File: config.mk
export PLATFORM = sky130hd
export DESIGN_NAME = lcd_seq
export DESIGN_NICKNAME = d
export VERILOG_FILES = /design/src/rtl/lcd_seq.sv
export SDC_FILE = /design/constraint.sdc
export NUM_CORES = 1
export LEC_CHECK = 0
export ABC_CLOCK_PERIOD_IN_PS = 9800
export CORE_MARGIN = 3
export CORE_UTILIZATION = 30
export DETAILED_ROUTE_END_ITERATION = 10
export GPL_ROUTABILITY_DRIVEN = 1
export SETUP_SLACK_MARGIN = 0.4
export SLEW_MARGIN = 20
export SYNTH_ARGS = -nofsm -noshare
export SYNTH_HDL_FRONTEND = slang
export SYNTH_SLANG_ARGS = --single-unit
File: constraint.sdc
create_clock -name clk -period 9.8 [get_ports clk]
set_input_delay 1.96 -clock clk [delete_from_list [all_inputs] [get_ports clk]]
set_output_delay 1.96 -clock clk [all_outputs]
set_load 0.05 [all_outputs]
File: src/rtl/lcd_seq.sv
// lcd_seq: character-LCD command/text sequencer.
// Runs the HD44780 power-up initialisation, then redraws a 32-byte
// character buffer on request, one byte per valid/ready transfer.
// Build option: define LCD_SEQ_TWO_LINE_EN for the two-line display
// (function set 0x38, 34-byte refresh). Without it the display is driven
// as one line (function set 0x30, 17-byte refresh, line 2 never sent).
//
// Handshake: a byte is offered while wr_valid is high; it is transferred on
// the clock edge where wr_valid && wr_ready. While wr_valid && !wr_ready,
// wr_valid, wr_rs and wr_data hold. After every transfer wr_valid is low for
// at least one cycle before the next byte is offered.
module lcd_seq #(
    parameter int POWERUP_CYC = 4_000_000,
    parameter int CLEAR_CYC   = 164_000
) (
    input  logic       clk,
    input  logic       rst,
    input  logic       buf_we,
    input  logic [4:0] buf_addr,
    input  logic [7:0] buf_data,
    input  logic       refresh,
    output logic       wr_valid,
    input  logic       wr_ready,
    output logic       wr_rs,
    output logic [7:0] wr_data,
    output logic       busy,
    output logic       init_done,
    output logic [2:0] o_dbg_state
);

`ifdef LCD_SEQ_TWO_LINE_EN
    localparam logic [7:0] FUNC_SET = 8'h38;
    localparam int         REF_LEN  = 34;
`else
    localparam logic [7:0] FUNC_SET = 8'h30;
    localparam int         REF_LEN  = 17;
`endif

    localparam logic [5:0] REF_LAST = 6'(REF_LEN - 1);

    // One counter serves both the power-up wait and the clear-display wait.
    localparam int CNT_MAX = (POWERUP_CYC > CLEAR_CYC) ? POWERUP_CYC : CLEAR_CYC;
    localparam int CNT_W   = $clog2(CNT_MAX + 1);
    localparam logic [CNT_W-1:0] PWR_LAST = CNT_W'(POWERUP_CYC - 1);
    localparam logic [CNT_W-1:0] CLR_LAST = CNT_W'(CLEAR_CYC - 1);

    typedef enum logic [2:0] {
        ST_PWRUP    = 3'd0,
        ST_INIT     = 3'd1,
        ST_CLR_WAIT = 3'd2,
        ST_REFRESH  = 3'd3,
        ST_IDLE     = 3'd4
    } state_t;

    state_t           r_state;
    state_t           w_next;
    logic [CNT_W-1:0] r_cnt;
    // Index of the byte currently offered, or the next one to load.
    // INIT uses 0..3, REFRESH uses 0..REF_LAST.
    logic [5:0]       r_idx;
    logic             r_valid;
    logic             r_rs;
    logic [7:0]       r_data;
    logic             r_init_done;
    logic             r_pend;
    logic [7:0]       r_buf [32];

    logic             w_xfer;
    logic             w_ref_last;
    logic             w_load;
    logic             w_load_rs;
    logic             w_load_rd;
    logic [4:0]       w_load_addr;
    logic [7:0]       w_load_cmd;
    logic [5:0]       w_idx_next;
    logic             w_start;

    assign w_xfer     = r_valid && wr_ready;
    assign w_ref_last = (r_idx == REF_LAST);

    // State register.
    always_ff @(posedge clk) begin
        if (rst) begin
            r_state <= ST_PWRUP;
        end else begin
            r_state <= w_next;
        end
    end

    // Next-state logic.
    always_comb begin
        w_next = r_state;
        case (r_state)
            ST_PWRUP: begin
                if (r_cnt == PWR_LAST) begin
                    w_next = ST_INIT;
                end
            end
            ST_INIT: begin
                if (w_xfer && r_idx == 6'd2) begin
                    w_next = ST_CLR_WAIT;
                end else if (w_xfer && r_idx == 6'd3) begin
                    w_next = ST_REFRESH;
                end
            end
            ST_CLR_WAIT: begin
                if (r_cnt == CLR_LAST) begin
                    w_next = ST_INIT;
                end
            end
            ST_REFRESH: begin
                // A request pending (or arriving now) restarts the redraw.
                if (w_xfer && w_ref_last && !(r_pend || refresh)) begin
                    w_next = ST_IDLE;
                end
            end
            ST_IDLE: begin
                if (refresh) begin
                    w_next = ST_REFRESH;
                end
            end
            default: w_next = ST_PWRUP;
        endcase
    end

    // Output logic: when to load a new byte, what it is, index stepping.
    always_comb begin
        w_load      = 1'b0;
        w_load_rs   = 1'b0;
        w_load_rd   = 1'b0;
        w_load_addr = 5'd0;
        w_load_cmd  = 8'h00;
        w_idx_next  = r_idx;
        w_start     = 1'b0;

        case (r_state)
            ST_PWRUP: begin
                // First command is offered directly as the wait expires.
                w_load = (r_cnt == PWR_LAST);
            end
            ST_CLR_WAIT: begin
                w_load = (r_cnt == CLR_LAST);
            end
            ST_INIT: begin
                if (!r_valid) begin
                    w_load = 1'b1;
                end else if (w_xfer) begin
                    w_idx_next = (r_idx == 6'd3) ? 6'd0 : r_idx + 6'd1;
                    w_start    = (r_idx == 6'd3);
                end
            end
            ST_REFRESH: begin
                if (!r_valid) begin
                    w_load = 1'b1;
                end else if (w_xfer) begin
                    w_idx_next = w_ref_last ? 6'd0 : r_idx + 6'd1;
                    w_start    = w_ref_last && (r_pend || refresh);
                end
            end
            ST_IDLE: begin
                // 0x80 goes out on the same edge busy rises.
                w_load  = refresh;
                w_start = refresh;
            end
            default: begin
                w_load = 1'b0;
            end
        endcase

        // Byte decode from the phase and the index.
        if (r_state == ST_REFRESH || r_state == ST_IDLE) begin
            if (r_idx == 6'd0) begin
                w_load_cmd = 8'h80;
            end else if (r_idx <= 6'd16) begin
                w_load_rs   = 1'b1;
                w_load_rd   = 1'b1;
                w_load_addr = r_idx[4:0] - 5'd1;
`ifdef LCD_SEQ_TWO_LINE_EN
            end else if (r_idx == 6'd17) begin
                w_load_cmd = 8'hC0;
            end else begin
                // Indices 18..33 wrap modulo 32 onto buffer 16..31.
                w_load_rs   = 1'b1;
                w_load_rd   = 1'b1;
                w_load_addr = r_idx[4:0] - 5'd2;
`endif
            end
        end else begin
            case (r_idx[1:0])
                2'd0:    w_load_cmd = FUNC_SET;
                2'd1:    w_load_cmd = 8'h0C;
                2'd2:    w_load_cmd = 8'h01;
                default: w_load_cmd = 8'h06;
            endcase
        end
    end

    // Datapath: wait counter, byte index, offered byte, sticky flags.
    always_ff @(posedge clk) begin
        if (rst) begin
            r_cnt       <= '0;
            r_idx       <= 6'd0;
            r_valid     <= 1'b0;
            r_rs        <= 1'b0;
            r_data      <= 8'h00;
            r_init_done <= 1'b0;
            r_pend      <= 1'b0;
        end else begin
            r_idx <= w_idx_next;

            if (r_state != w_next) begin
                r_cnt <= '0;
            end else if (r_state == ST_PWRUP || r_state == ST_CLR_WAIT) begin
                r_cnt <= r_cnt + 1'b1;
            end

            // Buffer is read here with its pre-edge contents, so a write
            // landing on the same edge is not seen by this byte.
            if (w_load) begin
                r_valid <= 1'b1;
                r_rs    <= w_load_rs;
                r_data  <= w_load_rd ? r_buf[w_load_addr] : w_load_cmd;
            end else if (w_xfer) begin
                r_valid <= 1'b0;
            end

            if (r_state == ST_INIT && w_xfer && r_idx == 6'd3) begin
                r_init_done <= 1'b1;
            end

            // One-deep pending request; any redraw start consumes it.
            if (w_start) begin
                r_pend <= 1'b0;
            end else if (refresh && r_state != ST_IDLE) begin
                r_pend <= 1'b1;
            end
        end
    end

    // Character buffer: always writable, cleared to spaces on reset.
    always_ff @(posedge clk) begin
        if (rst) begin
            for (int i = 0; i < 32; i++) begin
                r_buf[i] <= 8'h20;
            end
        end else if (buf_we) begin
            r_buf[buf_addr] <= buf_data;
        end
    end

    assign wr_valid    = r_valid;
    assign wr_rs       = r_rs;
    assign wr_data     = r_data;
    assign busy        = (r_state != ST_IDLE);
    assign init_done   = r_init_done;
    assign o_dbg_state = r_state;

endmodule

Yosys cells after proc, flatten, opt, wreduce, memory -nomap -nowiden. Memory sizes are Yosys's and may differ from the RTL's. Cells that the tools add are included.

Logic and storage cells: 94. Register bits: 43. Output and inout bits: 15. Memories kept: 1. RAM bits: 256. Bits in latches: 0. Input bits: 18. Memory bits (read-only): 0.

Memories: r_buf (depth 32, width 8, rd ports 1, clocked after Yosys merged registers in 0, wr ports 32, line 66) `logic [7:0] r_buf [32];`.

Eq/ne operators: 17. Shift-type cells: 0. Reductions and logical operators: 23. Mux-type cells: 41. Bitwise operators: 0. Magnitude comparators: 1. Multiply operators: 0. $add $sub $neg: 3. Div/mod/pow operators: 0.

Operators with widths (number): $mux 6 (6); $mux 8 (4); $add 22x1->22 const B (1); $eq 22x18->1 const B (1); $eq 22x22->1 const B (1); $mux 5 (4); $mux 3 (6); $pmux 6 s3 (1); $mux 1 (16); $pmux 3 s5 (1); $eq 6x2->1 const B (2); $pmux 6 s2 (1); $logic_and 1x1->1 (9); $ne 2x2->1 const B (4); $reduce_or 8->1 (1); $add 6x1->6 const B (1); $eq 3x2->1 const B (2); $eq 6x5->1 const B (1); $le 6x5->1 const B (1); $logic_not 6->1 (1); $reduce_or 2->1 (3); $reduce_and 5->1 (1); $sub 5x1->5 const B (1); $pmux 1 s4 (1); other kinds (12) (15).

Depth between registers and ports, before layout. Gate-level depths: netlist of run 1.

Depth after elaboration: 7. Depth in mapped cells: 14. Mapped depth without buffers: 9.

Worst setup path after synthesis of run 1. No wires, ideal clock.

Kind: input to register. Start: input rst. End: memory r_buf[12][0], enable pin. Stages: 6. Arrival time: 3.356 ns. Path buffers: 2. Data required time: 9.416 ns. Library setup time: 0.384 ns. Slack: 6.060 ns. Path through: inv_1 nand2_1 or3_1 clkbuf_1 clkbuf_1 o21ai_0.

RTL lines: from (decl) (line 17) `input logic rst,`; to (decl) (line 66).

Worst setup path in the final report of run 1.
Start: register r_idx[0]. End: register r_data[4], in the netlist wr_data[4].

Longest elaborated chain between the ends: 6. Elaborated cells on any way between the ends: 16. Those cells by class: add/sub (1); order compare (1); eq/ne (2); mux (9); reduce/logical (2); memory (1).

Ends and longest elaborated chain: from (decl) (line 60) `logic [5:0] r_idx;`; from (signal assigned) (line 209) `r_idx <= w_idx_next;`; $sub 5x1->5 / $le 6x5->1 (equally long branches) (line 177, 174); $mux 5 (line 174) `end else if (r_idx <= 6'd16) begin`; $mux 5 (line 172) `if (r_idx == 6'd0) begin`; $mux 5 (line 171) `if (r_state == ST_REFRESH || r_state == ST_IDLE) begin`; $mem_v2 32x8; $mux 8 * (line 222) `r_data <= w_load_rd ? r_buf[w_load_addr] : w_load_cmd;`; to (signal assigned) (line 222); to (decl) (line 63) `logic [7:0] r_data;`.

Every way passes the cells marked *; elsewhere a longest branch is shown, timed or not. A chain may end at the register's enable or synchronous reset.

==> results of run 1 <==
==> worst max-delay path by stage <==
stage | depth (start not counted) | to | slack [ps]
after floorplan | 6 | r_buf[12][0]$_SDFFCE_PN0P_ | 6060
after global placement | 6 | r_buf[16][0]$_SDFFCE_PN0P_ | 4990
after detailed placement | 6 | r_buf[7][3]$_SDFFCE_PN0P_ | 4940
after CTS | 11 | wr_data[3]$_SDFFE_PP0P_ | 5330
after global routing | 11 | wr_data[4]$_SDFFE_PP0P_ | 4970
final | 11 | wr_data[4]$_SDFFE_PP0P_ | 5250
==> layout by cell type, fill, tap and decap left out, types with 7 or more instances in the layout <==
cell type,n
clkinv_1,9
inv_1,10
a211oi_1,31
clkbuf_16,35
and3_1,16
nand3_1,36
buf_4,21
xor2_1,8
xnor2_1,20
a21oi_1,27
nand4_1,8
a31oi_1,15
mux4_2,12
and2_1,225
nor2_1,100
nor3_1,20
o21ai_0,38
o21ai_1,18
clkdlybuf4s50_1,25
dfxtp_1,42
nand2_1,76
buf_2,7
mux2i_1,30
edfxtp_1,256
or3_1,43
o211ai_1,9
ha_1,7
nor4_1,10
clkinv_2,8
==> cell type report <==
type | count | area [um^2] | share of cell area
clock buffer | 37 | 883 | 0.0532
multi-input combinational | 872 | 5670 | 0.341
timing repair buffer | 53 | 443 | 0.0267
antenna | 1 | 2.50 | 0.000151
clock inverter | 25 | 246 | 0.0148
sequential | 299 | 8550 | 0.515
tap | 615 | 769 | 0.0463
inverter | 13 | 48.8 | 0.00294
==> through the flow <==
step	power, W	cell area (um^2)	setup slack (ps)	hold WS [ps]	std cells
2_1_floorplan	0.00154	14600	6060	467	1276
4_1_cts	0.00289	16600	5330	461	1914
3_3_place_gp	0.00160	15500	4990	440	1852
5_1_grt	0.00296	16600	4970	488	1914
3_5_place_dp	0.00160	15500	4940	454	1852
6_report	0.00287	16600	5250	454	1915
==> flip-flops by register name, indices dropped and copies added (netlist names) <==
register	count
wr_rs	1
r_pend	1
r_idx	6
wr_data	8
o_dbg_state	3
init_done	1
r_cnt	22
wr_valid	1
r_buf	256
==> power by group through the flow <==
stage / combinational (W) / clock, W / sequential (W)
global placement: 0.000108 / 0 / 0.00149
detailed placement: 0.000109 / 0 / 0.00149
global route: 0.000119 / 0.00137 / 0.00147
finish: 0.000111 / 0.00130 / 0.00146
floorplan: 0.0000624 / 0 / 0.00148
CTS: 0.000110 / 0.00132 / 0.00147
==> worst reg2reg max path, delay by kind of cell, from the launching register on <==
kind,cells,cell delay (ps)
AND/OR/NAND/NOR,3,1110
multiplexers,1,200
AO/OA/AOI/OAI,2,750
flip-flops,1,400
XOR/XNOR,1,260
buffers and inverters,3,1280
adder cells (fa/ha/maj),1,460
==> per-layer routing <==
metal  share of wire  vias up  wire length, um  track usage
met5         0.00030        -               13            0
met4           0.029        2             1260       0.0507
met3           0.092       96             4000       0.0432
met2            0.44      513            19100        0.253
met1            0.44     5064            19300        0.242
li1                -     4671                -            -
==> cell families after synthesis <==
| kind of cell | Yosys count |
|---|---|
| buffers and inverters | 105 |
| AOI/OAI and AO/OA | 213 |
| muxes | 47 |
| and+or+nand+nor | 573 |
| DFF | 299 |
| xor gates and xnor gates | 32 |
| adders and majority gates | 7 |
==> impl_metrics.toml, run 1 <==
[sta]
slew_headroom = 0.236
finalCritPeriodShare = 0.464
worst_slew_pin_slew_ps = 1140
finalSetupTns_ps = 0
max_freq_mhz = 220
rsz0062_at_grt = "false"
hold_violations = 0
slew_viol_final = 0
setup_violations = 0
fin_crit_ps = 4550
skew_ps = 20.0

[worst_setup_path]
critPathKind = "reg2reg"
path_buf_inv = 3
slowest_stage = "a2111oi_0"
r2r_start = "r_idx[0]$_SDFFE_PP0P_"
crit_path_start_kind = "flip-flop"
r2r_end = "wr_data[4]$_SDFFE_PP0P_"
cp_common_cell = "buf_4"
path_cells = "inv_2 > ha_1 > nor3b_2 > xnor2_2 > buf_4 > nand2_1 > buf_4 > mux2i_1 > a2111oi_0 > a211oi_1 > nor4_1"
worstPathRequired_ps = 10240
critPathMaxStageDelay_ps = 640
startpoint = "r_idx[0]$_SDFFE_PP0P_"
critPathMaxFanout = 30
reg2reg_slack_ps = 5250
crit_family = "buffers and inverters"
r2r_cells = 11
arrival_ps = 4990
endpoint_kind = "flip-flop"

[clocking]
ctsLongestPathBuffers = 3
postCtsHoldBufs = 0
worstSkewPairLatency_ps = 540
root_buffer = "clkbuf_16"
cts_buffers = 34
cts_tree = "done"
cts.sinks = 299
postCtsSetupBuffers = 0
h-tree-depth = 2
cts_resized = 0
clkTransAtPathRegs_ps = 60

[power]
p_sw_frac = 0.223
p_per_area_nw_per_um2 = 173
power_frac_clock = 0.452
p_int_w = 0.00223
comb_power_share = 0.039
ir_drop_v = 0.0000983
power_switching_w = 0.000641
p_leak_nw = 5.54
power_frac_seq = 0.510

[detailed_routing]
drc = 0
vias_per_cell = 5.40
routedWlPerCell_um = 22.8
totalWireLength_um = 43600
postRouteAntennaNets = 0
drt_iter0_drc = 1083
via_count = 10300
drt_first_pass_iters = 5

[placement]
numPortBuffers = 32
place.gp.congestion = 0.921
hpwl_um = 27800

[flow_run]
drv_cap = 0

[finish]
layout-drive-gt1-share = 0.0947
num-fill-cells = 4686
final_nets = 1298
finish.utilization = 0.347
syn2layout_area_growth_pct = 13.8

[yosys]
synthTopCellsByCount = "256 x edfxtp_1, 225 x and2_1, 101 x nor2_1"
ys_warn_count = 0
yosysMostFrequentCell = "edfxtp_1"
postSynthAreaPerCell_um2 = 11.4
synth_area_um2 = 14600
synth_nets = 1301
synth_top_family_by_area = "simple AND/OR/NAND/NOR gates"
synth.top_cell.area_share = 0.526
ys_seq_area_frac = 0.585
synthAdderAreaFrac = 0.00600
ys_dominant_reg_cell = "edfxtp_1"
synthSimpleGateAreaFrac = 0.215
synth_edf_count = 256
synth_xor_area_frac = 0.0197
syn-instance-count = 1276
synth_compound_area_frac = 0.102
synthMuxAreaShare = 0.0429
synth_largest_area_cell = "edfxtp_1"
ys_top_cells_by_area = "edfxtp_1 53%, and2_1 9.6%, dfxtp_1 5.9%"
synthArstFlopShare = 0
ys_types = 80
ys_seq_elements = 299

[grt]
grt_pass1_vias = 9992
grt_max_degree = 56
gr-total-overflow = 0
grt_antenna_before_repair = 1
track_usage = 0.169
grt_pass1_wl_um = 65000

[hold_path]
hold_start = "wr_rs$_SDFFE_PP0P_"
hold_path_depth = 2
min_to = "wr_rs$_SDFFE_PP0P_"
hp-class = "reg2reg"

[outcome]
status = "finished clean"

[floorplanning]
die_area_um2 = 51400
io_pins = 33
core.rowCount = 80
fp.dieH_um = 227
die_w_um = 227
coreArea_um2 = 47900
start_util = 0.305
Power figures use the tool's default switching activity.
==> run 2: changes to the inputs <==
ABC_CLOCK_PERIOD_IN_PS = 4400   (was 9800)
clock period = 4.4 ns   (was 9.8 ns; I/O delays follow)
==> run 2 against run 1 <==
  * Combinational power increased by 150%
  * Worst setup slack got worse by 4400 ps
  * Sequential power increased by 120%
  * Core utilization is 0.75 points higher
  * Count of clock-buffer cells in the layout rose by 8
  * Clock skew up 2.0 ps
  * Via count grew 2.3%
  * Maximum frequency is 26% higher
  * Cell area grew 2.2%
  * Wire length rose by 2.0%
  * First-iteration DRC count grew 24%
  * Global-route usage grew 0.41 points
  * Critical path type unchanged
  * Critical endpoint is now wr_data[2]$_SDFFE_PP0P_
  * Highest routed layer is now met4
==> impl_metrics.toml, run 2 (synthesized netlist as in run 1, its figures left out) <==
[hold_path]
hold_start = "r_cnt[1]$_SDFFE_PP0N_"
hold_path_depth = 2
min_to = "r_cnt[1]$_SDFFE_PP0N_"
hp-class = "reg2reg"

[sta]
slew_headroom = 0.300
fin_crit_ps = 3590
timing.hold.ws_ps = 493
setup_violations = 0
rsz0062_at_grt = "false"
worst_slew_pin_slew_ps = 1050
skew_ps = 22.0
finalCritPeriodShare = 0.817
hold_violations = 0
slew_viol_final = 0
max_freq_mhz = 278
finalSetupTns_ps = 0

[grt]
gr-total-overflow = 0
grt_antenna_before_repair = 1
track_usage = 0.174
grt_max_degree = 40
grt_pass1_vias = 10400
grt_pass1_wl_um = 67200

[clocking]
cts_buffers = 35
cts.sinks = 299
cts_tree = "done"
postCtsSetupBuffers = 0
cts_resized = 0
clkTransAtPathRegs_ps = 60
root_buffer = "clkbuf_16"
ctsLongestPathBuffers = 3
worstSkewPairLatency_ps = 530
h-tree-depth = 2
postCtsHoldBufs = 0

[finish]
layout-drive-gt1-share = 0.122
largest_register_ffs = 256
final_area_um2 = 17000
regArea_um2 = 8550
final_cell_mix = "256 x edfxtp_1, 225 x and2_1, 100 x nor2_1"
antenna_cells = 0
num-fill-cells = 4688
multiInputGateArea_um2 = 5660
final_nets = 1344
syn2layout_area_growth_pct = 16.2
layout_commonest_cell = "edfxtp_1"
regMostFlops = "r_buf"

[floorplanning]
io_pins = 33
core.rowCount = 80
start_util = 0.305
die_area_um2 = 51400
fp.dieH_um = 227
coreArea_um2 = 47900
die_w_um = 227

[power]
p_int_w = 0.00503
power_frac_seq = 0.505
p_sw_frac = 0.220
p_per_area_nw_per_um2 = 380
ir_drop_v = 0.000194
power_frac_clock = 0.452
comb_power_share = 0.043
p_leak_nw = 5.76
power_switching_w = 0.00142

[worst_setup_path]
r2r_start = "r_idx[1]$_SDFFE_PP0P_"
arrival_ps = 3980
critPathMaxFanout = 14
critPathMaxStageDelay_ps = 860
slowest_stage = "a2111oi_1"
startpoint = "r_idx[1]$_SDFFE_PP0P_"
critPathKind = "reg2reg"
r2r_cells = 10
cp_common_cell = "buf_4"
worstPathRequired_ps = 4790
reg2reg_slack_ps = 810
endpoint_kind = "flip-flop"
path_cells = "inv_1 > ha_1 > buf_4 > nor3b_2 > xnor2_2 > buf_4 > nand2_1 > a2111oi_1 > o311a_1 > a2111oi_2"
crit_path_start_kind = "flip-flop"
r2r_end = "wr_data[2]$_SDFFE_PP0P_"

[detailed_routing]
drc = 0
drt_first_pass_iters = 6
totalWireLength_um = 44500
postRouteAntennaNets = 0
via_count = 10600
routedWlPerCell_um = 22.7
vias_per_cell = 5.40
drt_iter0_drc = 1347

[outcome]
status = "finished clean"

[flow_run]
drv_cap = 0

[placement]
numPortBuffers = 32
post_dp_cell_area_um2 = 15800
hpwl_um = 29900
place.gp.congestion = 0.963
-- run 2: cell types whose count changed in the layout (fill, tap and decap cells not counted), moves of 2 or more --
cell / previous run / this run
buf_2: 7 / 5
buf_4: 21 / 66
clkbuf_1: 2 / 7
clkbuf_16: 35 / 37
clkdlybuf4s50_1: 25 / 27
clkinv_1: 9 / 5
clkinv_2: 8 / 5
clkinv_4: 0 / 2
o21ai_0: 38 / 54
o21ai_1: 18 / 2
-- run 2: how the worst max path moves through the flow --
stage / cells after the start / slack (ps) / endpoint
finish: 10 / 810 / wr_data[2]$_SDFFE_PP0P_
floorplan: 11 / 1200 / wr_data[5]$_SDFFE_PP0P_
global route: 10 / 630 / wr_data[2]$_SDFFE_PP0P_
detailed placement: 10 / 970 / wr_data[2]$_SDFFE_PP0P_
global placement: 7 / 1080 / r_buf[5][2]$_SDFFCE_PN0P_
CTS: 10 / 950 / wr_data[2]$_SDFFE_PP0P_
-- run 2: critical path, delay by kind of cell, from the launching register on --
| kind | cells | cell delay, ps |
|---|---|---|
| XOR/XNOR | 1 | 430 |
| buffers and inverters | 3 | 530 |
| AND/OR/NAND/NOR | 2 | 570 |
| adder cells (fa/ha/maj) | 1 | 190 |
| flip-flops | 1 | 480 |
| AO/OA/AOI/OAI | 3 | 1230 |
-- run 2: metrics by stage --
step / std cells / total power, W / setup WS [ps] / util
final: 1959 / 0.00645 / 805 / 0.354
after detailed placement: 1897 / 0.00359 / 970 / 0.330
after floorplan: 1276 / 0.00343 / 1200 / -
after global placement: 1897 / 0.00359 / 1080 / 0.330
after global routing: 1959 / 0.00665 / 625 / 0.354
after CTS: 1959 / 0.00650 / 947 / 0.354
-- run 2: per-layer routing --
metal | GRT usage | vias to the layer above | part of all wire
li1 | - | 4756 | -
met5 | 0 | - | 0
met2 | 0.263 | 475 | 0.44
met4 | 0.0460 | 0 | 0.026
met1 | 0.253 | 5270 | 0.45
met3 | 0.0351 | 84 | 0.083
-- run 2: layout make-up --
type	instances	area share
Timing Repair Buffer	98	0.0466
Clock inverter	17	0.0108
Clock buffer	45	0.0569
Inverter	13	0.00287
Multi-Input combinational cell	872	0.334
Sequential cell	299	0.504
Tap cell	615	0.0453
-- run 2: power by group through the flow --
stage | Clock, W | Combinational (W) | Sequential [W]
2_1_floorplan | 0 | 0.000139 | 0.00329
3_3_place_gp | 0 | 0.000274 | 0.00332
3_5_place_dp | 0 | 0.000275 | 0.00332
4_1_cts | 0.00297 | 0.000276 | 0.00326
5_1_grt | 0.00308 | 0.000298 | 0.00327
6_report | 0.00291 | 0.000277 | 0.00326
==> run 3: changes to the inputs <==
ABC_CLOCK_PERIOD_IN_PS = 3720   (was 4400)
clock period = 3.72 ns   (was 4.4 ns; I/O delays follow)
==> run 3 against run 2 <==
  * Sequential share of layout area decreased by 0.69 points
  * Largest cell class unchanged
  * Flip-flop and latch count stayed put
  * Largest power group unchanged
  * Non-clock buffer count is 21 higher
==> impl_metrics.toml, run 3 (synthesized netlist as in run 1, its figures left out) <==
[power]
p_total_w = 0.00757
ir_drop_v = 0.000279
p_per_area_nw_per_um2 = 440
power_switching_w = 0.00167
power_frac_clock = 0.448
comb_power_share = 0.043
power_frac_seq = 0.509
p_int_w = 0.00590
p_leak_nw = 5.86
p_sw_frac = 0.220

[worst_setup_path]
worstPathRequired_ps = 4170
critPathKind = "reg2reg"
r2r_start = "r_idx[1]$_SDFFE_PP0P_"
r2r_end = "wr_data[4]$_SDFFE_PP0P_"
arrival_ps = 3660
r2r_cells = 9
reg2reg_slack_ps = 510
crit_path_start_kind = "flip-flop"
critPathMaxFanout = 12
endpoint_kind = "flip-flop"

[clocking]
clkTransAtPathRegs_ps = 60
root_buffer = "clkbuf_16"
cts_buffers = 34
worstSkewPairLatency_ps = 540
ctsLongestPathBuffers = 3
h-tree-depth = 2
cts_tree = "done"
cts.sinks = 299
postCtsSetupBuffers = 0

[grt]
gr-total-overflow = 0
track_usage = 0.168
grt_pass1_wl_um = 65500
grt_pass1_vias = 10400
grt_max_degree = 65
grt_antenna_before_repair = 3

[detailed_routing]
postRouteAntennaNets = 0
route.met3.wl_um = 4100
wl_met2_um = 19100
wl_met1_um = 19100
drt_first_pass_iters = 5
routedWlPerCell_um = 21.9
drt_iter0_drc = 1450
vias_per_cell = 5.35
routed.top_layer = "met4"
via_count = 10600
drc = 0
totalWireLength_um = 43300

[finish]
regMostFlops = "r_buf"
largest_register_ffs = 256
final_nets = 1364
finish.utilization = 0.359
layout-drive-gt1-share = 0.136
syn2layout_area_growth_pct = 17.8
final_cell_mix = "256 x edfxtp_1, 225 x and2_1, 100 x nor2_1"
layout_commonest_cell = "edfxtp_1"
num-fill-cells = 4612

[floorplanning]
die_w_um = 227
core.rowCount = 80
die_area_um2 = 51400
io_pins = 33
coreArea_um2 = 47900
start_util = 0.305
fp.dieH_um = 227

[hold_path]
hold_path_depth = 2
min_to = "wr_rs$_SDFFE_PP0P_"
hold_start = "wr_rs$_SDFFE_PP0P_"
hp-class = "reg2reg"

[sta]
worst_slew_pin_slew_ps = 1020
slew_viol_final = 0
skew_ps = 30.4
slew_headroom = 0.322
finalCritPeriodShare = 0.862
hold_violations = 0
rsz0062_at_grt = "true"
finalSetupTns_ps = 0
fin_crit_ps = 3210
setup_violations = 0
max_freq_mhz = 312

[placement]
hpwl_um = 29000
place.gp.congestion = 0.929
numPortBuffers = 32

[flow_run]
drv_cap = 0

[outcome]
status = "finished clean"
run 3: cell types whose count changed in the layout (fill, tap and decap cells not counted), sizes merged, moves of 3 or more:
| cell | change |
|---|---|
| buf | +19 |
| clkbuf | -7 |
| clkinv | +4 |
| clkinvlp | +3 |
run 3: worst max-delay path, cell delays in order, from the launching register on:
cell	delay [ps]
dfxtp_1	380
inv_1	140
ha_1	180
nor3b_4	430
xnor2_4	170
buf_4	210
or3_1	610
a2111oi_0	660
a211oi_1	120
nor4_1	240
run 3: layout make-up:
cell class	count	area (um^2)	area share
flip-flops and latches	299	8550	0.497
clock inverters	23	240	0.0140
repair buffers	119	983	0.0572
multi-input cells	872	5720	0.333
well taps	615	769	0.0447
inverters	13	48.8	0.00284
clock buffers	38	887	0.0516
diodes	2	5.00	0.000291
run 3: power groups by stage:
stage,sequential [W],clock [W],combinational (W)
CTS,0.00385,0.00344,0.000328
global placement,0.00392,0,0.000325
global route,0.00386,0.00356,0.000353
finish,0.00385,0.00339,0.000329
detailed placement,0.00392,0,0.000327
floorplan,0.00389,0,0.000164
run 3: timing repair:
item	in CTS	in global routing
gates resized for setup	1	8
setup endpoints to repair	1	4
hold buffers	0	0
pin swaps	0	1
run 3: through the flow:
| stage | instance area [um^2] | setup WS, ps | hold WS (ps) | instances |
|---|---|---|---|---|
| floorplan | 14600 | 517 | 467 | 1276 |
| global placement | 16000 | 508 | 478 | 1918 |
| detailed placement | 16000 | 319 | 480 | 1918 |
| CTS | 17100 | 431 | 488 | 1979 |
| global route | 17200 | 370 | 527 | 1980 |
| finish | 17200 | 514 | 485 | 1981 |
run 3: metal layers:
| layer | up-vias | global-route usage |
|---|---|---|
| met5 | - | 0 |
| met4 | 0 | 0.0473 |
| met3 | 79 | 0.0370 |
| met2 | 503 | 0.255 |
| met1 | 5219 | 0.242 |
| li1 | 4805 | - |
run 3: how the worst max path moves through the flow:
stage,start,cells after the start,slack (ps),end
after global placement,r_idx[1]$_SDFFE_PP0P_,10,510,wr_data[3]$_SDFFE_PP0P_
after detailed placement,r_idx[1]$_SDFFE_PP0P_,10,320,wr_data[3]$_SDFFE_PP0P_
after CTS,r_idx[1]$_SDFFE_PP0P_,10,430,wr_data[3]$_SDFFE_PP0P_
after floorplan,r_idx[0]$_SDFFE_PP0P_,11,520,wr_data[5]$_SDFFE_PP0P_
after global routing,r_idx[1]$_SDFFE_PP0P_,11,370,wr_data[2]$_SDFFE_PP0P_
final,r_idx[1]$_SDFFE_PP0P_,9,510,wr_data[4]$_SDFFE_PP0P_
